File: src/rtl/ball_pair_collision_scanner.sv
`default_nettype none
// +----------------------------------------------------------------------------+
// | ball_pair_collision_scanner                                                 |
// | Per-frame scan of every ball pair, one pair per cycle, reporting new        |
// | contacts one at a time.                                                     |
// | Revision: 1.0                                                               |
// +----------------------------------------------------------------------------+
module ball_pair_collision_scanner #(
  parameter int NUM_BALLS                = 6,
  parameter int SQUARE_BALLS_CENTER_DIST = 1024
) (
  input  logic                            clk,
  input  logic                            resetN,
  input  logic                            startOfFrame,
  input  logic signed [NUM_BALLS:0][10:0] topLeftX_VEC_in,
  input  logic signed [NUM_BALLS:0][10:0] topLeftY_VEC_in,
  input  logic [NUM_BALLS:0]              ball_active,
  output logic [NUM_BALLS:0]              balls_collide,
  output logic [1:0][3:0]                 Balls_col_ID,
  output logic                            col_valid,
  output logic                            scan_done
);

  localparam int c_NB     = NUM_BALLS + 1;
  localparam int c_IW     = $clog2(c_NB);
  localparam int c_NPAIRS = (c_NB * NUM_BALLS) / 2;
  localparam int c_PW     = $clog2(c_NPAIRS);
  localparam logic [21:0] c_THRESH = 22'(SQUARE_BALLS_CENTER_DIST);

  localparam logic [1:0] c_IDLE    = 2'd0;
  localparam logic [1:0] c_SCAN    = 2'd1;
  localparam logic [1:0] c_PRESENT = 2'd2;
  localparam logic [1:0] c_DONE    = 2'd3;

  logic [1:0]              r_state;
  logic [1:0]              w_next;
  logic [NUM_BALLS:0][10:0] r_x;
  logic [NUM_BALLS:0][10:0] r_y;
  logic [NUM_BALLS:0]      r_act;
  logic [c_IW-1:0]         r_i;
  logic [c_IW-1:0]         r_j;
  logic [c_IW-1:0]         r_pi;
  logic [c_IW-1:0]         r_pj;
  logic [c_PW-1:0]         r_pidx;
  logic [c_NPAIRS-1:0]     r_mem;
  logic                    r_pres_last;

  logic signed [10:0]      w_dx;
  logic signed [10:0]      w_dy;
  logic signed [21:0]      w_dx2;
  logic signed [21:0]      w_dy2;
  logic [21:0]             w_d2;
  logic                    w_hit;
  logic                    w_new;
  logic                    w_last;

  // Differences wrap at 11 bits; squares are formed at full 22-bit width.
  always_comb begin
    w_dx  = $signed(r_x[r_j]) - $signed(r_x[r_i]);
    w_dy  = $signed(r_y[r_j]) - $signed(r_y[r_i]);
    w_dx2 = $signed({{11{w_dx[10]}}, w_dx}) * $signed({{11{w_dx[10]}}, w_dx});
    w_dy2 = $signed({{11{w_dy[10]}}, w_dy}) * $signed({{11{w_dy[10]}}, w_dy});
    w_d2  = $unsigned(w_dx2) + $unsigned(w_dy2);
    w_hit = r_act[r_i] & r_act[r_j] & (w_d2 < c_THRESH);
    w_new = w_hit & ~r_mem[r_pidx];
    w_last = (r_i == c_IW'(NUM_BALLS - 1)) && (r_j == c_IW'(NUM_BALLS));
  end

  always_ff @(posedge clk) begin
    if (!resetN) begin
      r_state <= c_IDLE;
    end else begin
      r_state <= w_next;
    end
  end

  always_comb begin
    w_next = r_state;
    case (r_state)
      c_IDLE: begin
        if (startOfFrame) begin
          w_next = c_SCAN;
        end
      end
      c_SCAN: begin
        if (w_new) begin
          w_next = c_PRESENT;
        end else if (w_last) begin
          w_next = c_DONE;
        end
      end
      c_PRESENT: w_next = r_pres_last ? c_DONE : c_SCAN;
      c_DONE:    w_next = c_IDLE;
      default:   w_next = c_IDLE;
    endcase
  end

  // Contact memory persists across frames so a resting contact reports once.
  always_ff @(posedge clk) begin
    if (!resetN) begin
      r_x         <= '0;
      r_y         <= '0;
      r_act       <= '0;
      r_i         <= '0;
      r_j         <= c_IW'(1);
      r_pi        <= '0;
      r_pj        <= '0;
      r_pidx      <= '0;
      r_mem       <= '0;
      r_pres_last <= 1'b0;
    end else begin
      case (r_state)
        c_IDLE: begin
          if (startOfFrame) begin
            r_x    <= topLeftX_VEC_in;
            r_y    <= topLeftY_VEC_in;
            r_act  <= ball_active;
            r_i    <= '0;
            r_j    <= c_IW'(1);
            r_pidx <= '0;
          end
        end
        c_SCAN: begin
          if (w_new) begin
            r_mem[r_pidx] <= 1'b1;
            r_pi          <= r_i;
            r_pj          <= r_j;
            r_pres_last   <= w_last;
          end else if (!w_hit) begin
            r_mem[r_pidx] <= 1'b0;
          end
          if (!w_last) begin
            r_pidx <= r_pidx + c_PW'(1);
            if (r_j == c_IW'(NUM_BALLS)) begin
              r_i <= r_i + c_IW'(1);
              r_j <= r_i + c_IW'(2);
            end else begin
              r_j <= r_j + c_IW'(1);
            end
          end
        end
        default: ;
      endcase
    end
  end

  always_comb begin
    col_valid     = 1'b0;
    scan_done     = 1'b0;
    balls_collide = '0;
    Balls_col_ID  = '0;
    case (r_state)
      c_PRESENT: begin
        col_valid           = 1'b1;
        Balls_col_ID[0]     = 4'(r_pi);
        Balls_col_ID[1]     = 4'(r_pj);
        balls_collide[r_pi] = 1'b1;
        balls_collide[r_pj] = 1'b1;
      end
      c_DONE:  scan_done = 1'b1;
      default: ;
    endcase
  end

endmodule
`default_nettype wire
File: config.mk
export PLATFORM = sky130hd
export DESIGN_NAME = ball_pair_collision_scanner
export DESIGN_NICKNAME = d
export VERILOG_FILES = /design/src/rtl/ball_pair_collision_scanner.sv
export SDC_FILE = /design/constraint.sdc
export NUM_CORES = 1
export LEC_CHECK = 0
export BUFFER_PORTS_ARGS = -buffer_cell sky130_fd_sc_hd__buf_2
export CAP_MARGIN = 15
export CELL_PAD_IN_SITES_DETAIL_PLACEMENT = 0
export CELL_PAD_IN_SITES_GLOBAL_PLACEMENT = 1
export CORE_UTILIZATION = 35
export DETAILED_ROUTE_END_ITERATION = 7
export GPL_TIMING_DRIVEN = 1
export PLACE_DENSITY = 0.65
export SLEW_MARGIN = 20
export SYNTH_ARGS = -nofsm -noshare
export SYNTH_HDL_FRONTEND = slang
export SYNTH_SLANG_ARGS = --single-unit
File: constraint.sdc
create_clock -name clk -period 14.15 [get_ports clk]
set_input_delay 0.7075 -clock clk [delete_from_list [all_inputs] [get_ports clk]]
set_output_delay 0.7075 -clock clk [all_outputs]
set_load 0.005 [all_outputs]
# After elaboration in Yosys (flattened, before gate mapping)
# Cells that the tools add are included.
[classes]
shift = 0
n_eq_ne = 10
n_div = 0
addsub = 7
order_cmp = 9
multipliers = 2
mux = 42
bitwise_logic = 8
n_reduce_logical = 12
[ops]
columns = ["operator", "count"]
rows = [
  ["binary-select mux 11 bit (select 3 bit)", 4],
  ["multiplier 11 x 11 -> 22 bit", 2],
  ["two-way mux 11 bit", 4],
  ["two-way mux 21 bit", 2],
  ["adder 22 bit", 1],
  ["less-than comparator 22 x 11 -> 1 bit, second input constant", 1],
  ["subtractor 11 bit", 2],
  ["AND 21 bit", 1],
  ["NOT 21 bit", 1],
  ["bitwise OR 21 bit", 1],
  ["two-way mux 3 bit", 6],
  ["less-than comparator 3 x 4 -> 1 bit, second input constant", 4],
  ["two-way mux 7 bit", 2],
  ["one-hot mux 3 bit (2 select lines)", 2],
  ["two-way mux 5 bit", 2],
  ["one-hot mux 5 bit (2 select lines)", 1],
  ["two-way mux 1 bit", 8],
  ["two-way mux 2 bit", 4],
  ["one-hot mux 2 bit (4 select lines)", 1],
  ["AND reduction 2 bit", 4],
  ["bitwise OR 7 bit", 1],
  ["adder 3 x 1 -> 3 bit, second input constant", 2],
  ["binary-select mux 1 bit (select 3 bit)", 2],
  ["demux 1 bit (select 3 bit)", 2],
  ["other kinds (20)", 30],
]
[totals]
n_memories = 0
ramBits = 0
word_cells = 113
latch_bits = 0
regBits = 202
mem_bits_ro = 0

# Longest topological paths before layout
[logic_depth]
word_depth = 10
depth_mapped = 42
depth_no_buf = 38

# Least setup slack after synthesis
# Ideal clock, no wire load.
[synth_path]
path_kind = "reg2reg"
startpoint = "reg r_i[0]"
endpoint = "reg r_state[0]"
stages_incl_launch_ff = 38
setup_ps = 116
arrival_ps = 10548
path_buffers = 4
setup_slack_ps = 3486
cell_sequence = "dfxtp_1 -> clkbuf_1 -> clkbuf_1 -> buf_1 -> mux4_2 -> o21ai_0 -> ha_1 -> a21o_1 -> a21oi_1 -> nand2b_1 -> a21boi_1 -> o41a_1 -> a31o_2 -> xnor2_2 -> nor2_1 -> xnor2_1 -> ha_1 -> inv_1 -> [2 not listed] -> fa_1 -> fa_1 -> inv_1 -> fa_1 -> inv_1 -> fa_1 -> fa_1 -> ha_1 -> buf_4 -> o21a_1 -> a21oi_2 -> o21ai_4 -> a41o_1 -> a211o_1 -> a311oi_1 -> and4_4 -> nand2_1 -> a31o_1"
[synth_between]
elab_chain_len = 10
word_cells_on_any_way = 21
classes_between = "3 x add/sub; 2 x mul; 1 x order compare; 2 x eq/ne; 8 x mux; 3 x bitwise; 2 x reduce/logical"
[synth_lines]
columns = ["item", "line_no", "rtl"]
rows = [
  ["start, declared", "40", "logic [c_IW-1:0] r_i;"],
  ["start signal, assigned", "135", "r_i <= r_i + c_IW'(1);"],
  ["binary-select mux 11 bit (select 3 bit), on equally long branches", "59, 60", ""],
  ["two-way mux 11 bit, on equally long branches", "59, 60", ""],
  ["subtractor 11 bit, on equally long branches", "59, 60", ""],
  ["multiplier 11 x 11 -> 22 bit, on equally long branches", "61, 62", ""],
  ["adder 22 bit", "63", "w_d2 = $unsigned(w_dx2) + $unsigned(w_dy2);"],
  ["less-than comparator 22 x 11 -> 1 bit", "64", "w_hit = r_act[r_i] & r_act[r_j] & (w_d2 < c_THRESH);"],
  ["AND 1 bit", "64", ""],
  ["AND 1 bit", "65", "w_new = w_hit & ~r_mem[r_pidx];"],
  ["two-way mux 2 bit or != test 3 bit (tied branches)", "-", ""],
  ["one-hot mux 2 bit (4 select lines) or AND reduction 2 bit (tied branches)", "-", ""],
  ["end signal, assigned", "71", "r_state <= c_IDLE;"],
  ["end signal, assigned", "73", "r_state <= w_next;"],
  ["end, declared", "35", "logic [1:0] r_state;"],
]
# Several ways; a longest one is shown, not always the timed one. The select of a mux whose other input is x is not followed.
# A chain may end at the register's enable or synchronous reset.

==> flow_metrics.env <==
export IMPL_synth_area_sq_um=20000
export IMPL_drt_first_pass_iters=5
export IMPL_worst_slew_margin_rel=0.238
export IMPL_vias=15700
export IMPL_chipWidth_um=241
export IMPL_synthCells=2266
export IMPL_post_route_period_util=0.812
export IMPL_total_global_route_track_usage=0.199
export IMPL_final_cell_mix="sky130_fd_sc_hd__nand2_1, sky130_fd_sc_hd__inv_1, sky130_fd_sc_hd__fa_1, sky130_fd_sc_hd__dfxtp_1, sky130_fd_sc_hd__buf_2"
export IMPL_tritoncts_clock_tree="built"
export IMPL_yosysWarnings=0
export IMPL_route_antenna_remaining_nets=0
export IMPL_cts_buffer_depth=3
export IMPL_report_final_slew_viol_count=0
export IMPL_core_area_sq_um=56500
export IMPL_hold_path_startpoint="topLeftY_VEC_in[3]"
export IMPL_worst_setup_path_type="reg2reg"
export IMPL_average_routed_wire_per_standard_cell_um=17.9
export IMPL_ys_ff_latch=202
export IMPL_cp_end_kind="flop"
export IMPL_worst_ep_arrival_time_ns=11.95
export IMPL_netlist_cell_type_count=85
export IMPL_synth_top_cells_by_area="sky130_fd_sc_hd__fa_1, sky130_fd_sc_hd__dfxtp_1, sky130_fd_sc_hd__nand2_1"
export IMPL_syn_mean_instance_area_sq_um=8.84
export IMPL_grt_first_pass_wirelength_mm=90.5
export IMPL_fin_setup_tns_ns=0
export IMPL_ctsHtreeMaxLevel=1
export IMPL_post_cts_buffers=0
export IMPL_post_dp_hpwl_mm=45.0
export IMPL_status="complete, no violations"
export IMPL_finalHoldViolCount=0
export IMPL_dominant_combinational_cell_family_by_area_after_synthesis="adder cells"
export IMPL_die_area_sq_um=58200
export IMPL_yosys_most_used_dff="sky130_fd_sc_hd__dfxtp_1"
export IMPL_yosys_mux_area_fraction=0.0850
export IMPL_grt_max_degree=112
export IMPL_antenna_cells_inserted=0
export IMPL_crit_fanout=39
export IMPL_post_synth_fa_ha_maj_area_fraction=0.302
export IMPL_least_margin_pin_slew_ns=1.13
export IMPL_holdBufCountCts=0
export IMPL_post_route_drc_count=0
export IMPL_wl_mm=56.1
export IMPL_clk_root_buffer_cell="sky130_fd_sc_hd__clkbuf_16"
export IMPL_critical_path_reg2reg_startpoint="r_i[0]"
export IMPL_synthSimpleGateAreaFrac=0.153
export IMPL_clkSlewWorstSetupHoldPaths_ns=0.06
export IMPL_synthDominantAreaCellType="sky130_fd_sc_hd__fa_1"
export IMPL_cts_inserted_buffers=22
export IMPL_finalSetupViolCount=0
export IMPL_boundary_pins=181
export IMPL_routed_via_density=5.02
export IMPL_maxClockFrequency_ghz=0.0870
export IMPL_ys_async_rst_share=0
export IMPL_critical_path_startpoint_type="flop"
export IMPL_grt_antenna_before_repair=0
export IMPL_synth_xor_area_share=0.0234
export IMPL_finish_net_count=2873
export IMPL_std_cell_rows=87
export IMPL_sequential_fraction_of_the_synthesis_area=0.202
export IMPL_cpMostUsedCell="sky130_fd_sc_hd__fa_1"
export IMPL_hold_crit_path_type="in2reg"
export IMPL_clock_latency_ns=0.52
export IMPL_drive_above_1_share=0.136
export IMPL_cp_max_stage_delay_ns=0.65
export IMPL_post_synth_top_area_fraction=0.235
export IMPL_synth_enable_flop_cells=0
export IMPL_post_cts_resized_instances=0
export IMPL_area_growth_synth_to_final_pct=11.2
export IMPL_crit_path_max_delay_cell_type="sky130_fd_sc_hd__dfxtp_2"
export IMPL_crit_required_ns=14.61
export IMPL_floorplan_initialDensity=0.355
export IMPL_die_height_um=241
export IMPL_setup_worst_path_start="r_i[0]"
export IMPL_place_gp_congestion=0.863
export IMPL_synth_compound_area_share=0.145
export IMPL_rsz0062_at_grt="no"
export IMPL_cts_sinks=202
export IMPL_final_common_cell="sky130_fd_sc_hd__nand2_1"
export IMPL_skew_ns=0.0117
export IMPL_period_needed_ns=11.49
export IMPL_buffer_ports_inserted=178
export IMPL_grt_pass1_vias=16600
export IMPL_dr_first_iter_drc_count=850
export IMPL_timing_max_cap_violations=0
export IMPL_grt_overflow=0
==> metrics by stage <==
step	cells	setup slack (ns)	utilization	area, sq um	hold WS (ns)
2_1_floorplan	2267	3.49	-	20000	0.438
3_3_place_gp	3098	2.72	0.380	21500	0.454
3_5_place_dp	3098	2.64	0.380	21500	0.471
4_1_cts	3138	2.59	0.394	22300	0.411
5_1_grt	3138	1.89	0.394	22300	0.434
6_report	3138	2.66	0.394	22300	0.435
==> routing by layer <==
layer	vias up	track usage	wire length [um]
li1	7545	-	-
met1	7818	0.262	25200
met2	330	0.358	28100
met3	49	0.0161	2010
met4	0	0.0372	824
met5	-	0	0
==> cell type report <==
class / instances / area, sq um
clock inverters: 8 / 155
clock buffers: 32 / 658
multi-input cells: 1627 / 14200
flip-flops and latches: 202 / 4050
well taps: 756 / 946
inverters: 316 / 1190
fillers: 5779 / 34200
repair buffers: 197 / 1040
==> worst max-delay path: cells and delay by family (launching register included) <==
| kind | cells | cell delay [ns] |
|---|---|---|
| xor gates and xnor gates | 2 | 0.52 |
| and+or+nand+nor | 9 | 2.42 |
| muxes | 1 | 0.33 |
| DFF | 1 | 0.65 |
| AOI/OAI and AO/OA | 8 | 1.70 |
| buffers and inverters | 7 | 1.09 |
| adders and majority gates | 10 | 4.67 |
==> cell families (layout without fill, tap and decap cells) <==
logic type	Yosys count	in the layout
buf+inv	438	553
fa+ha+maj	343	343
mux	107	107
xor+xnor	51	51
other cells	1	2
flops	202	202
simple gates	726	726
compound gates	398	398
==> path summary, 6_finish.rpt <==
kind	end	slack (ns)	depth (start not counted)
worst max-delay path	flop	2.66	37
worst min-delay path	r_y[3]	0.43	3
worst max register to register	flop	2.66	37
worst min register to register	r_pres_last	0.47	2
==> cells in the mapped netlist, drive strengths merged (9+ instances only) <==
library cell / number
inv: 312
a31oi: 11
ha: 108
o211ai: 22
o21ai: 57
dfxtp: 202
fa: 235
buf: 28
and2: 19
a21oi: 44
nand2b: 18
xor2: 18
nand4: 9
xnor2: 32
a21o: 20
mux4: 50
nor2b: 12
o221a: 20
mux2i: 52
clkbuf: 90
nand3: 19
nor2: 141
nand2: 465
a21boi: 168
Power is not shown: default switching activity piles up to over one toggle a cycle in this logic, so the estimate is an artifact.
